<file path="src/rtl/ct_mem_arbiter.sv">
// ct_mem_arbiter: lock-until-release arbiter for the single-port ciphertext buffer.
// Requesters: 0 = ciphertext-generation controller, 1 = GF(2^m)[z] multiplier,
// 2 = readout/unmasking stage.
//
// Ports:
//   clk, rst_b       clock, synchronous active-high reset
//   req[2:0]         ownership request, held for the whole transaction
//   gnt[2:0]         registered one-hot-or-zero grant
//   en/we[2:0]       per-requester access strobe / write enable
//   addr, wdata      packed per-requester buses, slice k at [k*W +: W]
//   rdata, rvalid    broadcast read data, per-requester read-valid strobe
//   mem_addr/di/we   memory drive, mem_do memory read data
//   err              sticky flag, set when a non-owner asserts en
//
// Build option: define CT_ARB_RR_EN for round-robin arbitration.
// Without it, fixed priority 0 > 1 > 2 is used.

module ct_mem_arbiter #(
    parameter int DW = 64,
    parameter int AW = 6
) (
    input  logic            clk,
    input  logic            rst_b,
    input  logic [2:0]      req,
    output logic [2:0]      gnt,
    input  logic [2:0]      en,
    input  logic [2:0]      we,
    input  logic [3*AW-1:0] addr,
    input  logic [3*DW-1:0] wdata,
    output logic [DW-1:0]   rdata,
    output logic [2:0]      rvalid,
    output logic [AW-1:0]   mem_addr,
    output logic [DW-1:0]   mem_di,
    output logic            mem_we,
    input  logic [DW-1:0]   mem_do,
    output logic            err
);

    typedef enum logic [1:0] {
        OWN0 = 2'd0,
        OWN1 = 2'd1,
        OWN2 = 2'd2,
        IDLE = 2'd3
    } owner_t;

    owner_t     owner_q;
    owner_t     owner_d;
    owner_t     win;
    logic [2:0] gnt_q;
    logic [2:0] cand;
    logic       hold;
    logic [2:0] rd_pend_q;
    logic       err_q;

    function automatic logic [2:0] onehot(input owner_t o);
        logic [2:0] g;
        g = 3'b000;
        unique case (o)
            OWN0:    g = 3'b001;
            OWN1:    g = 3'b010;
            OWN2:    g = 3'b100;
            default: g = 3'b000;
        endcase
        return g;
    endfunction

`ifdef CT_ARB_RR_EN
    logic [1:0] last_q;

    // Search starts one past the previous winner and wraps modulo 3.
    function automatic owner_t rr_pick(input logic [2:0] c,
                                       input logic [1:0] l);
        owner_t w;
        w = IDLE;
        unique case (l)
            2'd0: begin
                if (c[1])      w = OWN1;
                else if (c[2]) w = OWN2;
                else if (c[0]) w = OWN0;
            end
            2'd1: begin
                if (c[2])      w = OWN2;
                else if (c[0]) w = OWN0;
                else if (c[1]) w = OWN1;
            end
            default: begin
                if (c[0])      w = OWN0;
                else if (c[1]) w = OWN1;
                else if (c[2]) w = OWN2;
            end
        endcase
        return w;
    endfunction

    always_comb begin
        win = rr_pick(cand, last_q);
    end

    always_ff @(posedge clk) begin
        if (rst_b) begin
            last_q <= 2'd2;
        end else if (owner_d != IDLE) begin
            last_q <= owner_d;
        end
    end
`else
    function automatic owner_t fp_pick(input logic [2:0] c);
        owner_t w;
        w = IDLE;
        if (c[0])      w = OWN0;
        else if (c[1]) w = OWN1;
        else if (c[2]) w = OWN2;
        return w;
    endfunction

    always_comb begin
        win = fp_pick(cand);
    end
`endif

    // The current owner is excluded from re-arbitration on release, so a
    // handover never re-grants the requester that just let go.
    always_comb begin
        cand    = req & ~gnt_q;
        hold    = |(req & gnt_q);
        owner_d = owner_q;
        if (!hold) begin
            owner_d = win;
        end
    end

    always_ff @(posedge clk) begin
        if (rst_b) begin
            owner_q   <= IDLE;
            gnt_q     <= 3'b000;
            rd_pend_q <= 3'b000;
            err_q     <= 1'b0;
        end else begin
            owner_q   <= owner_d;
            gnt_q     <= onehot(owner_d);
            rd_pend_q <= gnt_q & en & ~we;
            if (|(en & ~gnt_q)) begin
                err_q <= 1'b1;
            end
        end
    end

    // Only the owner's slice reaches the memory; IDLE drives zeros.
    always_comb begin
        mem_addr = '0;
        mem_di   = '0;
        unique case (owner_q)
            OWN0: begin
                mem_addr = addr[0*AW +: AW];
                mem_di   = wdata[0*DW +: DW];
            end
            OWN1: begin
                mem_addr = addr[1*AW +: AW];
                mem_di   = wdata[1*DW +: DW];
            end
            OWN2: begin
                mem_addr = addr[2*AW +: AW];
                mem_di   = wdata[2*DW +: DW];
            end
            default: ;
        endcase
    end

    assign mem_we = |(gnt_q & en & we);
    assign gnt    = gnt_q;
    assign rvalid = rd_pend_q;
    assign rdata  = mem_do;
    assign err    = err_q;

endmodule

</file>
<file path="config.mk">
export PLATFORM = sky130hd
export DESIGN_NAME = ct_mem_arbiter
export DESIGN_NICKNAME = d
export VERILOG_FILES = /design/src/rtl/ct_mem_arbiter.sv
export SDC_FILE = /design/constraint.sdc
export NUM_CORES = 1
export LEC_CHECK = 0
export BUFFER_PORTS_ARGS = -buffer_cell sky130_fd_sc_hd__buf_2
export CORE_AREA = 2 2 165 167
export CTS_CLUSTER_DIAMETER = 50
export DETAILED_ROUTE_END_ITERATION = 8
export DIE_AREA = 0 0 167 169
export GPL_TIMING_DRIVEN = 1
export PLACE_DENSITY_LB_ADDON = 0.15
export SYNTH_ARGS = -nofsm -noshare
export SYNTH_HDL_FRONTEND = slang
export SYNTH_SLANG_ARGS = --single-unit
</file>
<file path="constraint.sdc">
create_clock -name clk -period 3.95 [get_ports clk]
set_clock_uncertainty 0.15 [all_clocks]
set_input_delay 0.395 -clock clk [delete_from_list [all_inputs] [get_ports clk]]
set_output_delay 0.395 -clock clk [all_outputs]
set_load 0.05 [all_outputs]
</file>
-- Word level (Yosys, flattened, before mapping)
Index checks and enable logic that the tools add are counted.
- output and inout port bits: 142
- word-level logic and storage cells: 28
- register bits: 9
- input bits: 285
- reductions and logical operators: 5
- multiplexer cells: 7
- eq/ne operators: 4
- bitwise operators: 8
- operators with widths (operator ; count):
    $pmux W64 S3 ; 1
    $and A3 B3 Y3 ; 6
    $pmux W6 S3 ; 1
    $pmux W3 S3 ; 1
    $reduce_or A3 Y1 ; 3
    $mux W2 ; 3
    $not A3 Y3 ; 2
    $eq A2 B1 Y1 const B ; 2
    $eq A2 B2 Y1 const B ; 2
    $logic_not A2 Y1 ; 2
    $mux W1 ; 1

-- Depth between registers and ports, before layout
- depth after elaboration: 8
- gate-level depth with buffers: 6
- mapped depth without buffers: 3

-- Least setup slack after synthesis
OpenSTA, ideal clock, no wires.
- path type: register -> output
- from: reg owner_q[1]
- to: out mem_di[55]
- arrival time: 1.557 ns
- required time: 3.405 ns
- cell stages (with the launch flop): 5
- buffers on the path: 2
- slack: 1.848 ns
- cells stage by stage: dfxtp_1 > buf_2 > buf_2 > mux2i_1 > o21ai_1
- cells in the longest elaborated chain, start to end: 2
- elaborated cells between the ends (all ways): 4
- those cells by class: eq/ne: 2; mux: 1; reduce/logical: 1
- RTL lines (item ; RTL line ; RTL):
    start: declaration ; 46 ; owner_t owner_q;
    start signal: assignment ; 139 ; owner_q <= owner_d;
    $eq A2 B2 Y1 (tied with other cells) ; 152 ; unique case (owner_q)
    $pmux W64 S3 (*) ; 152 ;
    end: declaration ; 33 ; output logic [DW-1:0] mem_di,
Every way passes the cells marked *; elsewhere a longest branch is shown, timed or not.

-- Final worst setup path
- from: reg owner_q[1]
- to: out mem_di[63]
The elaborated chain is that of the path after synthesis.

==> summary.txt <==
antenna violations before repair -> 0
Mapped Cells -> 341
placed insts -> 894
Reg power frac -> 0.114
Synth area leader -> mux2i_1
Lkg Pwr -> 2.17 nW
clk_lat worst skew -> 0.23 ns
grt peak-use layer -> met2
Max Root-Sink Buffers -> 2
Slew Viols, Final -> 0
Post-Route Setup TNS -> 0 ns
Seq/Total Area, Yosys -> 0.0776
Final ANT Viol Nets -> 0
P_sw -> 0.585 mW
largest net degree at the start of global routing -> 74
Critical Path Start Type -> flip-flop
status -> finished, final reports clean
Combinational Power Share -> 0.710
vias in the first global route -> 3078
Clock Tree Root -> clkbuf_16
nets@finish -> 843
Antenna Cells -> 0
RSZ-0062 raised after global routing -> no
first-pass GRT wire length -> 16.5 mm
CTS resizes -> 0
met3 GRT Util -> 0.0166
Int Pwr -> 0.467 mW
CP endpoint kind -> output pin
clock network power share -> 0.175
final wirelength -> 11.4 mm
number of distinct library cells after synthesis -> 26
Hold Crit Class -> input port to flip-flop
Final WS setup -> 1.31 ns
switching share of power -> 0.556
crit share post-route -> 0.669
Row Count -> 60
post-detailed-route wirelength per cell -> 12.7 um
WS Path Type -> flip-flop to output pin
Via Count -> 3125
Syn-to-layout area delta -> 61.6%
post-CTS setup buffer count -> 0
Placer Congestion -> 0.680
Pwr Density -> 280 mW/mm^2
fin cells -> 898
TritonCTS buffer count -> 3
I/O Pins -> 427
H-tree depth -> 1
die footprint -> 0.0282 mm^2
drt drc -> 0
Peak VDD IR -> 0.000118 V
CORE AREA -> 0.0265 mm^2
clk slew on worst S/H paths -> 0.04 ns
mapped cell area -> 0.00232 mm^2
commonest non-fill, non-tap cell in the layout -> buf_2
number of max-cap violations -> 0
Critical Path RT -> 3.40 ns
Slew @ Worst Pin -> 0.842 ns
Yosys reg bits -> 9
Chip Width -> 167 um
cts hold-fix bufs -> 0
GRT met2 Usage -> 0.147
most used cells in the layout excluding fill and tap cells -> buf_2, nand2_1, mux2i_1, o21ai_1, dfxtp_1
Overflow after GRT -> 0
CTS tree -> yes
Tot GR Track Use -> 0.0732
port bufs -> 298
share of the synthesized area in the top cell type -> 0.302
layout cell share with drive strength beyond 1 -> 0.551
hpwl dp -> 9.16 mm
Final min period -> 2.64 ns
cells taking the most area after synthesis -> mux2i_1, buf_4, o21ai_1
clock sink total -> 9
DP Worst Slack -> 1.52 ns
crit-path max FO -> 38
final hold vios -> 0
M1 GR Usage -> 0.0754
Die Y -> 169 um
Initial DRC Count -> 72
Worst EP arrival -> 2.10 ns
post-synthesis average cell area -> 6.81 um^2
Slew HR -> 0.439
number of detailed-route iterations in the first pass -> 4
Achievable Freq -> 378 MHz
Setup violations, final -> 0
post-DR vias/cell -> 3.48
Synthesized Nets -> 626
Synth Warn # -> 0
starting density of the core -> 0.0876
[cell usage after synthesis]
library cell	count
buf_2	4
o211a_1	1
nor3_1	4
a21oi_1	2
clkbuf_1	8
a221o_1	1
nor4b_1	1
o21ai_0	1
o21ai_1	70
inv_1	3
a31oi_1	1
a22o_1	2
dfxtp_1	9
buf_4	72
nor3b_1	1
clkbuf_4	5
o22ai_1	1
nand2_1	74
nand2b_1	2
a32o_1	1
a21o_1	1
nand3_1	4
nor2b_1	1
mux2i_1	70
nor4_1	1
a211o_1	1
[worst max-delay path, cell delays in order, from the launching register on]
cell and delay, ns:
dfxtp_4 0.78, buf_12 0.36, mux2i_1 0.36, o21ai_1 0.09
buf_2 0.24
[final timing paths]
path / end / slack, ns / start / cells after the start
setup reg to reg: gnt[2]$_SDFF_PP0_ / 2.16 / owner_q[1]$_SDFF_PP1_ / 3
hold reg to reg: rvalid[1]$_SDFF_PP0_ / 0.38 / gnt[1]$_SDFF_PP0_ / 2
setup / recovery: mem_di[63] / 1.31 / owner_q[1]$_SDFF_PP1_ / 4
hold / removal: rvalid[1]$_SDFF_PP0_ / 0.19 / we[1] / 2
[cells by family after synthesis]
logic type,synth area share
AO/OA/AOI/OAI,0.190
multiplexers,0.302
buffers and inverters,0.275
AND/OR/NAND/NOR,0.155
flip-flops,0.0776
[routing by layer]
metal / wire [um] / vias up
li1: - / 1545
met1: 4100 / 1344
met2: 6090 / 212
met3: 967 / 24
met4: 278 / 0
met5: 0 / -
[state kept, by name (all words and copies together) (netlist names)]
register	cells
owner_q	2
gnt	3
rvalid	3
err	1
[power by group through the flow]
stage          logic, mW  clock network (mW)  registers [mW]
2_1_floorplan      0.700                   0           0.113
3_3_place_gp       0.766                   0           0.123
3_5_place_dp       0.758                   0           0.123
4_1_cts            0.760               0.188           0.121
5_1_grt            0.800               0.191           0.123
6_report           0.747               0.184           0.120
[cell type report]
class	count	area [um^2]
Fill cell	3105	22800
Clock buffer	4	78.8
Sequential cell	9	185
Multi-Input combinational cell	240	1510
Tap cell	341	427
Timing Repair Buffer	301	1540
Inverter	3	11.3
[stage by stage]
step / utilization / hold WS [ns] / instance area (um^2) / total power [mW]
after floorplan: - / 0.322 / 2320 / 0.813
after global placement: 0.139 / 0.368 / 3670 / 0.889
after detailed placement: 0.139 / 0.378 / 3670 / 0.881
after CTS: 0.142 / 0.188 / 3750 / 1.07
after global routing: 0.142 / 0.205 / 3750 / 1.11
final: 0.142 / 0.190 / 3750 / 1.05
Power figures use the tool's default switching activity.
